File: src/rtl/debounce_pkg.sv
// Shared definitions for the switch debouncer: per-channel state encoding
// and synchronizer depth.
package debounce_pkg;

  localparam int unsigned SYNC_STAGES = 2;

  typedef enum logic [1:0] {
    IDLE_LOW  = 2'd0,
    WAIT_HIGH = 2'd1,
    IDLE_HIGH = 2'd2,
    WAIT_LOW  = 2'd3
  } deb_state_e;

endpackage

File: src/rtl/debounce_channel.sv
// One debounced channel: 2-flop synchronizer, stability FSM and counter,
// registered level output with single-cycle edge pulses.
module debounce_channel
  import debounce_pkg::*;
#(
  parameter int unsigned STABLE_CYCLES = 1_000_000
) (
  input  logic clk_50MHz,
  input  logic reset,
  input  logic raw_in,
  output logic level_out,
  output logic rise_pulse,
  output logic fall_pulse
);

  localparam int unsigned CNT_W = $clog2(STABLE_CYCLES + 1);
  localparam logic [CNT_W-1:0] CNT_LAST = CNT_W'(STABLE_CYCLES - 1);

  logic [SYNC_STAGES-1:0] sync_q, sync_d;
  logic                   s;
  deb_state_e             state_q, state_d;
  logic [CNT_W-1:0]       cnt_q, cnt_d;
  logic                   level_q, level_d;
  logic                   rise_q, rise_d;
  logic                   fall_q, fall_d;

  assign sync_d = {sync_q[SYNC_STAGES-2:0], raw_in};
  assign s      = sync_q[SYNC_STAGES-1];

  always_ff @(posedge clk_50MHz or posedge reset) begin
    if (reset) begin
      sync_q  <= '0;
      state_q <= IDLE_LOW;
      cnt_q   <= '0;
      level_q <= 1'b0;
      rise_q  <= 1'b0;
      fall_q  <= 1'b0;
    end else begin
      sync_q  <= sync_d;
      state_q <= state_d;
      cnt_q   <= cnt_d;
      level_q <= level_d;
      rise_q  <= rise_d;
      fall_q  <= fall_d;
    end
  end

  // A reverting sample always wins over the completion check.
  always_comb begin
    state_d = state_q;
    cnt_d   = cnt_q;
    level_d = level_q;
    rise_d  = 1'b0;
    fall_d  = 1'b0;
    case (state_q)
      IDLE_LOW: begin
        if (s) begin
          state_d = WAIT_HIGH;
          cnt_d   = '0;
        end
      end
      WAIT_HIGH: begin
        if (!s) begin
          state_d = IDLE_LOW;
        end else if (cnt_q == CNT_LAST) begin
          state_d = IDLE_HIGH;
          level_d = 1'b1;
          rise_d  = 1'b1;
        end else begin
          cnt_d = cnt_q + CNT_W'(1);
        end
      end
      IDLE_HIGH: begin
        if (!s) begin
          state_d = WAIT_LOW;
          cnt_d   = '0;
        end
      end
      WAIT_LOW: begin
        if (s) begin
          state_d = IDLE_HIGH;
        end else if (cnt_q == CNT_LAST) begin
          state_d = IDLE_LOW;
          level_d = 1'b0;
          fall_d  = 1'b1;
        end else begin
          cnt_d = cnt_q + CNT_W'(1);
        end
      end
      default: state_d = IDLE_LOW;
    endcase
  end

  assign level_out  = level_q;
  assign rise_pulse = rise_q;
  assign fall_pulse = fall_q;

endmodule

File: src/rtl/switch_debouncer.sv
// Multi-channel switch/button conditioner: WIDTH independent debounced
// levels with rise/fall pulses, all in the clk_50MHz domain.
module switch_debouncer
  import debounce_pkg::*;
#(
  parameter int unsigned WIDTH         = 2,
  parameter int unsigned STABLE_CYCLES = 1_000_000
) (
  input  logic             clk_50MHz,
  input  logic             reset,
  input  logic [WIDTH-1:0] raw_in,
  output logic [WIDTH-1:0] level_out,
  output logic [WIDTH-1:0] rise_pulse,
  output logic [WIDTH-1:0] fall_pulse
);

  for (genvar i = 0; i < int'(WIDTH); i++) begin : g_ch
    debounce_channel #(
      .STABLE_CYCLES(STABLE_CYCLES)
    ) u_ch (
      .clk_50MHz (clk_50MHz),
      .reset     (reset),
      .raw_in    (raw_in[i]),
      .level_out (level_out[i]),
      .rise_pulse(rise_pulse[i]),
      .fall_pulse(fall_pulse[i])
    );
  end

endmodule

File: config.mk
export PLATFORM = sky130hd
export DESIGN_NAME = switch_debouncer
export DESIGN_NICKNAME = d
export VERILOG_FILES = /design/src/rtl/debounce_pkg.sv /design/src/rtl/debounce_channel.sv /design/src/rtl/switch_debouncer.sv
export SDC_FILE = /design/constraint.sdc
export NUM_CORES = 1
export LEC_CHECK = 0
export CAP_MARGIN = 25
export CORE_MARGIN = 1
export CORE_UTILIZATION = 50
export CTS_CLUSTER_DIAMETER = 40
export DETAILED_ROUTE_END_ITERATION = 10
export PLACE_DENSITY = 0.67
export SLEW_MARGIN = 20
export SYNTH_ARGS = -nofsm -noshare
export SYNTH_HDL_FRONTEND = slang
export SYNTH_HIERARCHICAL = 1
export SYNTH_SLANG_ARGS = --single-unit
File: constraint.sdc
create_clock -name clk_50MHz -period 4 [get_ports clk_50MHz]
set_input_delay 0.8 -clock clk_50MHz [delete_from_list [all_inputs] [get_ports clk_50MHz]]
set_output_delay 0.8 -clock clk_50MHz [all_outputs]
set_load 0.005 [all_outputs]
* Word-level counts from Yosys, hierarchy flattened
Cells that the tools add are included.
** Word-level totals
- Register bits after elaboration :: 54
- Input bits :: 4
- Output and inout bits :: 6
- Logic and storage cells :: 94
** Operators by class
- $add $sub $neg :: 2
- Eq/ne operators :: 24
- Multiplexer cells :: 46
- Reductions and logical operators :: 10
** Operators by type and width (count)
- 20-bit two-way mux :: 10
- 20-bit one-hot mux with 4 select lines :: 2
- 20-bit by 1-bit adder with 20-bit output, second input constant :: 2
- 20-bit == test, second input constant :: 2
- 2-bit two-way mux :: 12
- 1-bit two-way mux :: 18
- 2-bit by 1-bit inequality test with 1-bit output, second input constant :: 8
- 2-bit one-hot mux with 4 select lines :: 2
- 4-bit AND reduction :: 4
- 5-bit AND reduction :: 2
- 2-bit == test, second input constant :: 4
- 2-bit inequality test, second input constant :: 4
- 3-bit by 1-bit inequality test with 1-bit output, second input constant :: 2
- 3-bit inequality test, second input constant :: 2
- 2-bit by 1-bit == test with 1-bit output, second input constant :: 2
- 2-bit logical NOT :: 2
- 1-bit one-hot mux with 2 select lines :: 2
- 2-bit nonzero test :: 2

* Depth between registers and ports, before layout
- Word-level depth :: 4
- Mapped depth :: 7
- Mapped depth without buffers :: 6

* Modules after synthesis
The synthesis kept the hierarchy.
** By module, submodules not included
- debounce_channel (g_ch[1].u_ch) :: times used 1, cells each 172, area an instance 1632.8 um2, seq. area each 675.6 um2
- debounce_channel (g_ch[0].u_ch) :: times used 1, cells each 162, area an instance 1585.3 um2, seq. area each 675.6 um2

* Least setup slack after synthesis
No wires, ideal clock.
- Path kind :: reg-to-reg
- Start point :: register g_ch[1].u_ch.cnt_q[7]
- End point :: register g_ch[1].u_ch.cnt_q[9]
- Setup time :: 120 ps
- Arrival :: 1736 ps
- Data required time :: 3880 ps
- Slack :: 2143 ps
- Cell stages (with the launch flop) :: 7
- Path buffers :: 1
- Period minus slack after synthesis :: 1857 ps
- Path through :: dfrtp_1 -> buf_6 -> or4b_4 -> nor3_4 -> a21o_4 -> inv_4 -> a41o_1
** Between the ends
- Longest elaborated chain between the ends :: 4
- Elaborated cells on any way between the ends :: 6
- Classes of those cells :: add/sub: 1; eq/ne: 1; mux: 4
** RTL lines
- from (decl) :: RTL line debounce_channel.sv:22 : logic [CNT_W-1:0] cnt_q, cnt_d;
- from (signal assigned) :: RTL line debounce_channel.sv:41 : cnt_q <= cnt_d;
- 20-bit by 1-bit adder with 20-bit output or 20-bit == test (tied branches)
- 20-bit two-way mux * :: RTL line debounce_channel.sv:65, debounce_channel.sv:82
- 20-bit two-way mux, on equally long branches :: RTL line debounce_channel.sv:80, debounce_channel.sv:63
- 20-bit one-hot mux with 4 select lines * :: RTL line debounce_channel.sv:55 : case (state_q)
Every way passes the cells marked *; elsewhere a longest branch is shown, timed or not. The select of a mux whose other input is x is not followed.
A chain may end at the register's enable or synchronous reset.

* Final worst setup path
- Start point :: register g_ch[1].u_ch.state_q[0]
- End point :: register g_ch[1].u_ch.cnt_q[9]
** Between the ends
- Longest elaborated chain between the ends :: 3
- Elaborated cells on any way between the ends :: 10
- Classes of those cells :: eq/ne: 7; mux: 1; reduce/logical: 2
** RTL lines
- from (decl) :: RTL line debounce_channel.sv:21 : deb_state_e state_q, state_d;
- from (signal assigned) :: RTL line debounce_channel.sv:40 : state_q <= state_d;
- 2-bit == test (tied with other cells) :: RTL line debounce_channel.sv:55
- 2-bit inequality test (no line) or 2-bit by 1-bit inequality test with 1-bit output (tied branches)
- 4-bit AND reduction (no line)
Several ways; a longest one is shown, not always the timed one.

==> results_dict.tcl <==
set metrics [dict create \
    status "finished clean" \
    p_int_mw 0.7790 \
    fmax_mhz 455.3 \
    synth-xor-area-share 0.008165 \
    fp.dieW_um 82.23 \
    ir_drop_mv 0.2128 \
    cp-start-kind "flop" \
    hold_violations 0 \
    drv_slew 0 \
    drt-initial-drc-count 159 \
    grt_max_degree 29 \
    grtUsageMet2 0.4041 \
    cts_setup_buffers 0 \
    switching_share 0.2558 \
    via_per_inst 6.577 \
    worstPathArrival_ns 2.41 \
    synthesis.instances 334 \
    dp_hpwl_mm 4.920 \
    nets 339 \
    hold_buffers 0 \
    avgSynthCellArea_um2 9.635 \
    antenna_left 0 \
    hold_depth 0 \
    p_leak_nw 1.377 \
    htree_levels 2 \
    root_buffer "clkbuf_8" \
    io_buffers 9 \
    worst_slew_pin_slew_ns 0.8536 \
    use_met3 0.03407 \
    switchingPower_mw 0.2677 \
    clock_path_buffers 2 \
    drtPass1Iterations 5 \
    skew_ns 0.007006 \
    clkPwrFrac 0.363 \
    syn_nets 340 \
    placed_area_um2 3358 \
    n_fill_cell 541 \
    synthAdderAreaFrac 0.007776 \
    min_period_ns 2.196 \
    synth_seq_area_share 0.4199 \
    wl_mm 7.162 \
    min_period_over_period 0.5491 \
    overflow 0 \
    combPwrFrac 0.077 \
    synthSimpleGateAreaFrac 0.2582 \
    synth_top_family_by_area "simple AND/OR/NAND/NOR gates" \
    seq_power_share 0.560 \
    area_growth_pct 7.737 \
    synth-edff-count 0 \
    ioPinCount 10 \
    synth_compound_area_frac 0.2173 \
    grt_pass1_vias 2583 \
    die_h_um 82.23 \
    busiest_layer "met2" \
    end_kind "flop" \
    clk_latency_ns 0.32 \
    cp_max_fo 24 \
    ys_warn_count 6 \
    min_path_type "reg2reg" \
    setup_viol 0 \
    required_ns 4.22 \
    place_congestion 0.8110 \
    die_area_um2 6761 \
    cts_tree "built" \
    antenna_found_initial 0 \
    cts_resized 0 \
    slew_headroom 0.4309 \
    drive_gt1_frac 0.1198 \
    critPathKind "reg2reg" \
    synth_ff_type "dfrtp_1" \
    syn-cell-area_um2 3218 \
    muxShareOfSynthArea 0.03266 \
    grt_util_met1 0.2886 \
    synth-seq-cells 54 \
    rows 28 \
    track_usage 0.2356 \
    ff2ff_path_depth 5 \
    cap_violations 0 \
    synthArstFlopShare 1.000 \
    yosysUniqueCellTypes 69 \
    vias 2690 \
    rsz0062_at_grt "no" \
    clock-sinks 54 \
    start_util 0.5310 \
    core_area_um2 6061 \
    grt_pass1_wl_mm 12.12 \
    fin_tns_setup_ns 0 \
    num_antenna_cells 0 \
    cellPowerDensity_nw_per_um2 301.9 \
    design_area_um2 3467 \
    clk_pin_slew_ns 0.11 \
    drc 0 \
    numCtsBuffers 5 \
    wl_per_cell_um 17.51 \
]
-- stage by stage --
stage	utilization	total power [mW]	setup WS [ns]	instances	hold WS (ns)
after floorplan	-	0.6515	2.143	334	0.3312
after global placement	0.5450	0.6708	1.880	399	0.3320
after detailed placement	0.5541	0.6783	1.890	401	0.3347
after CTS	0.5720	1.054	1.870	409	0.3581
after global routing	0.5720	1.086	1.688	409	0.3708
final	0.5720	1.047	1.804	409	0.3563
-- sequential cells by signal, summed over array words and instances, names as in the netlist, named ones only --
register and cells:
g_ch.u_ch/state_q 2, g_ch.u_ch/level_out 2, g_ch.u_ch/sync_q 4, g_ch.u_ch/fall_pulse 2, g_ch.u_ch/cnt_q 40, g_ch.u_ch/rise_pulse 2
-- synth_stat cells, types with 3 or more instances --
cell type / n / area [um^2]
dfrtp_1: 54 / 1351
nand2_1: 30 / 112.6
inv_1: 16 / 60.06
nand4_1: 15 / 93.84
nand3_1: 13 / 65.06
o21ai_0: 13 / 65.06
nor2_1: 11 / 41.29
nor4_1: 10 / 62.56
a31oi_1: 8 / 50.05
buf_2: 8 / 40.04
o22ai_1: 8 / 50.05
a21oi_1: 7 / 35.03
nor3b_1: 7 / 52.55
o41ai_1: 7 / 61.31
clkbuf_1: 6 / 22.52
mux2i_1: 6 / 60.06
a211oi_1: 5 / 37.54
and3_1: 5 / 31.28
nand2b_1: 5 / 31.28
o21a_1: 5 / 37.54
a211o_2: 4 / 40.04
mux2_2: 4 / 45.04
nand3b_1: 4 / 30.03
nand4b_1: 4 / 35.03
nor3_1: 4 / 20.02
o31ai_1: 4 / 30.03
a22o_2: 3 / 30.03
a2bb2oi_1: 3 / 26.28
and2_1: 3 / 18.77
o31a_1: 3 / 26.28
or2_1: 3 / 18.77
or3_1: 3 / 18.77
-- cell families (layout without fill, tap and decap cells) --
group	Yosys count	after routing
compound gates	92	92
xor+xnor	3	3
fa+ha+maj	2	2
buf+inv	38	38
flops	54	54
mux	10	10
simple gates	135	135
-- cells in the final DEF, fill, tap and decap left out, types with 5 or more instances in the layout --
cell	netlist	final
nand3_1	13	13
nand2_1	30	30
clkbuf_8	0	5
a31oi_1	8	8
o41ai_1	7	7
o21ai_0	13	13
a211oi_1	5	5
o21a_1	5	5
mux2i_1	6	6
nor2_1	11	11
clkdlybuf4s50_1	0	9
inv_1	16	16
nor3b_1	7	7
dfrtp_1	54	54
nand4_1	15	15
o22ai_1	8	8
nand2b_1	5	5
nor4_1	10	10
and3_1	5	5
a21oi_1	7	7
-- critical path, stage by stage (launching register included) --
cell,delay [ns]
dfrtp_1,0.87
inv_1,0.35
nor3_4,0.37
a21o_4,0.22
inv_4,0.05
a41o_1,0.22
-- per-layer routing --
| metal | wire length, um | up-vias | part of all wire |
|---|---|---|---|
| li1 | - | 1289 | - |
| met2 | 3516 | 68 | 0.49 |
| met3 | 261 | 15 | 0.036 |
| met4 | 180 | 0 | 0.025 |
| met1 | 3203 | 1318 | 0.45 |
| met5 | 0 | - | 0 |
-- worst paths after layout --
path	startpoint	endpoint	slack (ns)
min in group asynchronous	reset	g_ch[0].u_ch/cnt_q[0]	0.84
hold reg to reg	g_ch[0].u_ch/sync_q[0]	g_ch[0].u_ch/sync_q[1]	0.36
setup reg to reg	g_ch[1].u_ch/state_q[0]	g_ch[1].u_ch/cnt_q[9]	1.80
max in group asynchronous	reset	g_ch[1].u_ch/cnt_q[8]	2.68
hold / removal	g_ch[0].u_ch/sync_q[0]	g_ch[0].u_ch/sync_q[1]	0.36
setup / recovery	g_ch[1].u_ch/state_q[0]	g_ch[1].u_ch/cnt_q[9]	1.80
-- power by group through the flow --
| stage | sequential (mW) | clock [mW] | combinational, mW |
|---|---|---|---|
| after detailed placement | 0.596 | 0 | 0.0821 |
| after floorplan | 0.578 | 0 | 0.0736 |
| after global routing | 0.589 | 0.406 | 0.0910 |
| final | 0.586 | 0.380 | 0.0808 |
| after global placement | 0.596 | 0 | 0.0745 |
| after CTS | 0.585 | 0.386 | 0.0823 |
-- layout make-up --
class | count | area (um^2) | area share
Clock buffer | 5 | 68.82 | 0.01985
Timing Repair Buffer | 13 | 160.2 | 0.04619
Clock inverter | 3 | 40.04 | 0.01155
Inverter | 17 | 66.31 | 0.01913
Multi-Input combinational cell | 242 | 1687 | 0.4865
Sequential cell | 54 | 1351 | 0.3898
Tap cell | 75 | 93.84 | 0.02707
Power figures use the tool's default switching activity.
